$ cat src/rtl/alu_writeback_stage.sv
// alu_writeback_stage: registered stage behind the ALU.
// It captures ALU results through a valid/ready handshake and updates the
// condition-code register. Register-file writes go through a 2-entry FIFO.
// Optional macro ALU_WB_STICKY_OVF_EN adds a sticky overflow flag
// (ports ovf_pending and ccr_clr).
module alu_writeback_stage #(
    parameter int N  = 8,
    parameter int RA = 2
) (
    input  logic          clk,
    input  logic          rst,
    input  logic          in_valid,
    output logic          in_ready,
    input  logic [N-1:0]  in_f,
    input  logic          in_cout,
    input  logic          in_v,
    input  logic          in_z,
    input  logic [RA-1:0] in_dst,
    input  logic          in_wr,
    input  logic          in_setcc,
    output logic          out_valid,
    input  logic          out_ready,
    output logic [N-1:0]  out_data,
    output logic [RA-1:0] out_dst,
    output logic [3:0]    ccr
`ifdef ALU_WB_STICKY_OVF_EN
    ,
    output logic          ovf_pending,
    input  logic          ccr_clr
`endif
);

    logic [N-1:0]  data_mem [2];
    logic [RA-1:0] dst_mem  [2];
    logic          rd_ptr;
    logic          wr_ptr;
    logic [1:0]    count;
    logic          accept;
    logic          push;
    logic          pop;

    // Handshake decode. in_ready comes only from the registered count, so a
    // full buffer never accepts, even when the head is popped on that edge.
    always_comb begin
        in_ready  = (count != 2'd2);
        out_valid = (count != 2'd0);
        accept    = in_valid & in_ready;
        push      = accept & in_wr;
        pop       = out_valid & out_ready;
        out_data  = data_mem[rd_ptr];
        out_dst   = dst_mem[rd_ptr];
    end

    // Entry storage: write the slot at the write pointer on every push.
    always_ff @(posedge clk or posedge rst) begin
        if (rst) begin
            for (int i = 0; i < 2; i++) begin
                data_mem[i] <= '0;
                dst_mem[i]  <= '0;
            end
        end else if (push) begin
            data_mem[wr_ptr] <= in_f;
            dst_mem[wr_ptr]  <= in_dst;
        end
    end

    // Pointers and occupancy. A simultaneous push and pop leaves count alone.
    always_ff @(posedge clk or posedge rst) begin
        if (rst) begin
            rd_ptr <= 1'b0;
            wr_ptr <= 1'b0;
            count  <= 2'd0;
        end else begin
            if (push) begin
                wr_ptr <= ~wr_ptr;
            end
            if (pop) begin
                rd_ptr <= ~rd_ptr;
            end
            case ({push, pop})
                2'b10:   count <= count + 2'd1;
                2'b01:   count <= count - 2'd1;
                default: count <= count;
            endcase
        end
    end

    // Condition codes {N,Z,V,C} load on any accepted op that sets them,
    // whether or not that op also writes the register file.
    always_ff @(posedge clk or posedge rst) begin
        if (rst) begin
            ccr <= 4'b0000;
        end else if (accept && in_setcc) begin
            ccr <= {in_f[N-1], in_z, in_v, in_cout};
        end
    end

`ifdef ALU_WB_STICKY_OVF_EN
    // Sticky overflow: a new overflow takes priority over a same-cycle clear.
    always_ff @(posedge clk or posedge rst) begin
        if (rst) begin
            ovf_pending <= 1'b0;
        end else if (accept && in_setcc && in_v) begin
            ovf_pending <= 1'b1;
        end else if (ccr_clr) begin
            ovf_pending <= 1'b0;
        end
    end
`endif

endmodule
$ cat config.mk
export PLATFORM = sky130hd
export DESIGN_NAME = alu_writeback_stage
export DESIGN_NICKNAME = d
export VERILOG_FILES = /design/src/rtl/alu_writeback_stage.sv
export SDC_FILE = /design/constraint.sdc
export NUM_CORES = 1
export LEC_CHECK = 0
export ABC_CLOCK_PERIOD_IN_PS = 3400
export CAP_MARGIN = 30
export CORE_MARGIN = 2
export CORE_UTILIZATION = 44
export CTS_BUF_LIST = sky130_fd_sc_hd__clkbuf_8 sky130_fd_sc_hd__clkbuf_16
export DETAILED_ROUTE_END_ITERATION = 10
export GPL_ROUTABILITY_DRIVEN = 0
export GPL_TIMING_DRIVEN = 0
export MAX_ROUTING_LAYER = met4
export PLACE_DENSITY = 0.74
export SYNTH_ARGS = -nofsm -noshare
export SYNTH_HDL_FRONTEND = slang
export SYNTH_SLANG_ARGS = --single-unit
$ cat constraint.sdc
create_clock -name clk -period 3.4 [get_ports clk]
set_input_delay 0.85 -clock clk [delete_from_list [all_inputs] [get_ports clk]]
set_output_delay 0.85 -clock clk [all_outputs]
set_load 0.01 [all_outputs]
==> impl_results.md <==
* Max stage delay cell, worst path: clkdlybuf4s50_1
* CTS tree: done
* Leak Pwr at 0.719 nW
* Final Hold Fails at 0
* Synth cell types at 16
* Rows at 19
* Starting Density at 45.7%
* Fraction of layout cells with a size suffix above 1 at 37.8%
* Sink Count at 28
* Yosys top cell area share at 56.6%
* Yosys warning count at 0
* Cts hold-fix bufs at 0
* Postcts setup bufs at 0
* Slew Limit Headroom at 62.8%
* Synth-to-layout area growth at 37.6%
* Req. time, crit path at 2.55 ns
* Switching portion of total power at 28.0%
* CP Cell Sequence: buf_2 -> mux2_2 -> clkdlybuf4s50_1
* Residual DRC at 0
* Overall power at 1.60 mW
* Fmax at 385 MHz
* Final Net Count at 140
* Largest net degree at the start of global routing at 17
* Placeable core area at 0.00271 mm2
* Max_cap viols at 0
* CP startpoint kind: flip-flop
* Clock Latency Late Sink at 0.26 ns
* Final setup violation count at 0
* Total Wirelength at 2170 um
* WS Path Type: flip-flop to primary output
* WP data arrival at 1.75 ns
* Cell taking the most area after synthesis: dfrtp_1
* Die footprint at 0.00325 mm2
* DP HPWL at 1630 um
* Post-synthesis cell area at 0.00124 mm2
* Via count at 761
* Cts repair resizes at 0
* Sequential share of the synthesized area at 56.6%
* Tightest Pin Transition at 0.558 ns
* Number of global-route vias before repair at 835
* Congestion Overflow GR at 0
* Crit end category: primary output
* Outcome: finished clean
* Worst path max stage delay at 0.48 ns
* Die Height at 57.0 um
* Post-synthesis area per instance at 15.5 um2
* Power Internal at 1.15 mW
* Antenna Nets Post-Route at 0
* Root Buffer: clkbuf_8
* Vias/cell at 5.07
* Final worst-path cycle share at 76.4%
* Psw at 0.449 mW
* First-pass DRT Iterations at 2
* Clk slew on worst S/H paths at 0.09 ns
* Ant diodes at 0
* Filler cells at 243
* Cts bufs inserted at 3
* Worst vdd ir at 0.537 mV
* Max Slew Vio Count at 0
* Period minus WS final at 2.60 ns
* Starting DRT DRC Count at 4
* Initial antenna violation count at 0
* Crit path max-delay family: buffers and inverters
* CP Buf/Inv Count at 2
* Mapped Nets at 100
* Register share of total power at 37.0%
* Global-route wire length before repair at 3860 um
* Syn Inst Count at 80
* Port buffer count at 34
* Setup TNS at 0 ns
* Clk pwr share at 15.8%
* Clock Path Buffers at 2
* DIE WIDTH at 57.0 um
* H-tree lvl count at 1
* Area contributors post-synth: dfrtp_1, mux2_2, xnor2_1
* Hold WC Path Type: flip-flop to flip-flop
* Total GRT Usage at 15.7%
* Register bit total from synthesis at 28
* Drt wl/cell at 14.5 um
* Pwr dens at 941 mW/mm2
* Crit Path Max Fanout at 10
* Unrepaired setup endpoints after global routing: no
* Comb pwr share at 47.2%
* Final Skew at 0.00530 ns
* I/O Pins at 35
-- worst paths after layout --
kind | start | to | slack (ns) | cells after the start
setup reg to reg | count[0] | count[1] | 1.77 | 5
setup / recovery | rd_ptr | out_data[7] | 0.80 | 3
hold / removal | data_mem[1] | data_mem[1] | 0.51 | 1
max in group asynchronous | rst | data_mem[2] | 1.98 | 3
hold reg to reg | data_mem[1] | data_mem[1] | 0.51 | 1
min in group asynchronous | rst | count[1] | 0.93 | 2
-- layout make-up --
cell class | instances | area [um2] | share of cell area [%]
Inverter | 1 | 3.75 | 0.220
Buffer | 3 | 21.3 | 1.25
Multi-Input combinational cell | 48 | 512 | 30.1
Clock buffer | 3 | 41.3 | 2.42
Timing Repair Buffer | 35 | 355 | 20.9
Tap cell | 31 | 38.8 | 2.28
Sequential cell | 28 | 701 | 41.1
Clock inverter | 1 | 30.0 | 1.76
-- flip-flops by register name, indices dropped and copies added (netlist names) --
name / count
ccr: 4
count: 2
data_mem: 16
dst_mem: 4
rd_ptr: 1
wr_ptr: 1
-- synth_stat cells --
cell,instances
buf_2,2
and3_1,1
inv_1,1
nor2_1,1
nand4_4,1
xnor2_1,3
dfrtp_1,28
nand2b_4,1
xor2_1,2
nand3_1,1
and2_1,1
ha_1,1
buf_6,1
mux2_2,34
and4b_1,1
or2_2,1
-- per-stage QoR --
stage | util [%] | cell area, um2 | setup WS [ns] | hold slack (ns) | cells
5_1_grt | 62.8 | 1700 | 0.728 | 0.530 | 150
4_1_cts | 62.8 | 1700 | 0.771 | 0.511 | 150
3_5_place_dp | 60.2 | 1630 | 1.07 | 0.489 | 146
3_3_place_gp | 59.6 | 1620 | 1.08 | 0.481 | 145
6_report | 62.8 | 1700 | 0.802 | 0.508 | 150
2_1_floorplan | - | 1240 | 1.64 | 0.474 | 80
-- power groups by stage --
stage               Clock (mW)  Sequential, mW  Combinational (mW)
global placement             0           0.589               0.753
finish                   0.253           0.593               0.756
global route             0.275           0.618               0.814
detailed placement           0           0.604               0.769
CTS                      0.260           0.595               0.772
floorplan                    0           0.589               0.439
-- per-layer routing --
layer	up-vias	part of all wire [%]	global-route usage (%)
met4	0	0.97	3.99
met2	16	50	25.1
met5	-	0	-
li1	356	-	-
met3	2	4.0	3.85
met1	387	45	20.1
-- layout by cell type (no fill, tap or decap), types with 2 or more instances in the layout --
cell type	count
dfrtp_1	28
clkdlybuf4s50_1	34
xnor2_1	3
xor2_1	2
clkbuf_8	3
mux2_2	34
buf_2	2
-- logic make-up (layout without fill, tap and decap cells) --
family	count (synthesis)	after routing	share of synthesized area, %
xor gates and xnor gates	5	5	3.54
adders and majority gates	1	1	1.01
buffers and inverters	4	43	2.02
DFF	28	28	56.6
muxes	34	34	30.9
and+or+nand+nor	8	8	5.86
(Power assumes the default switching activity.)
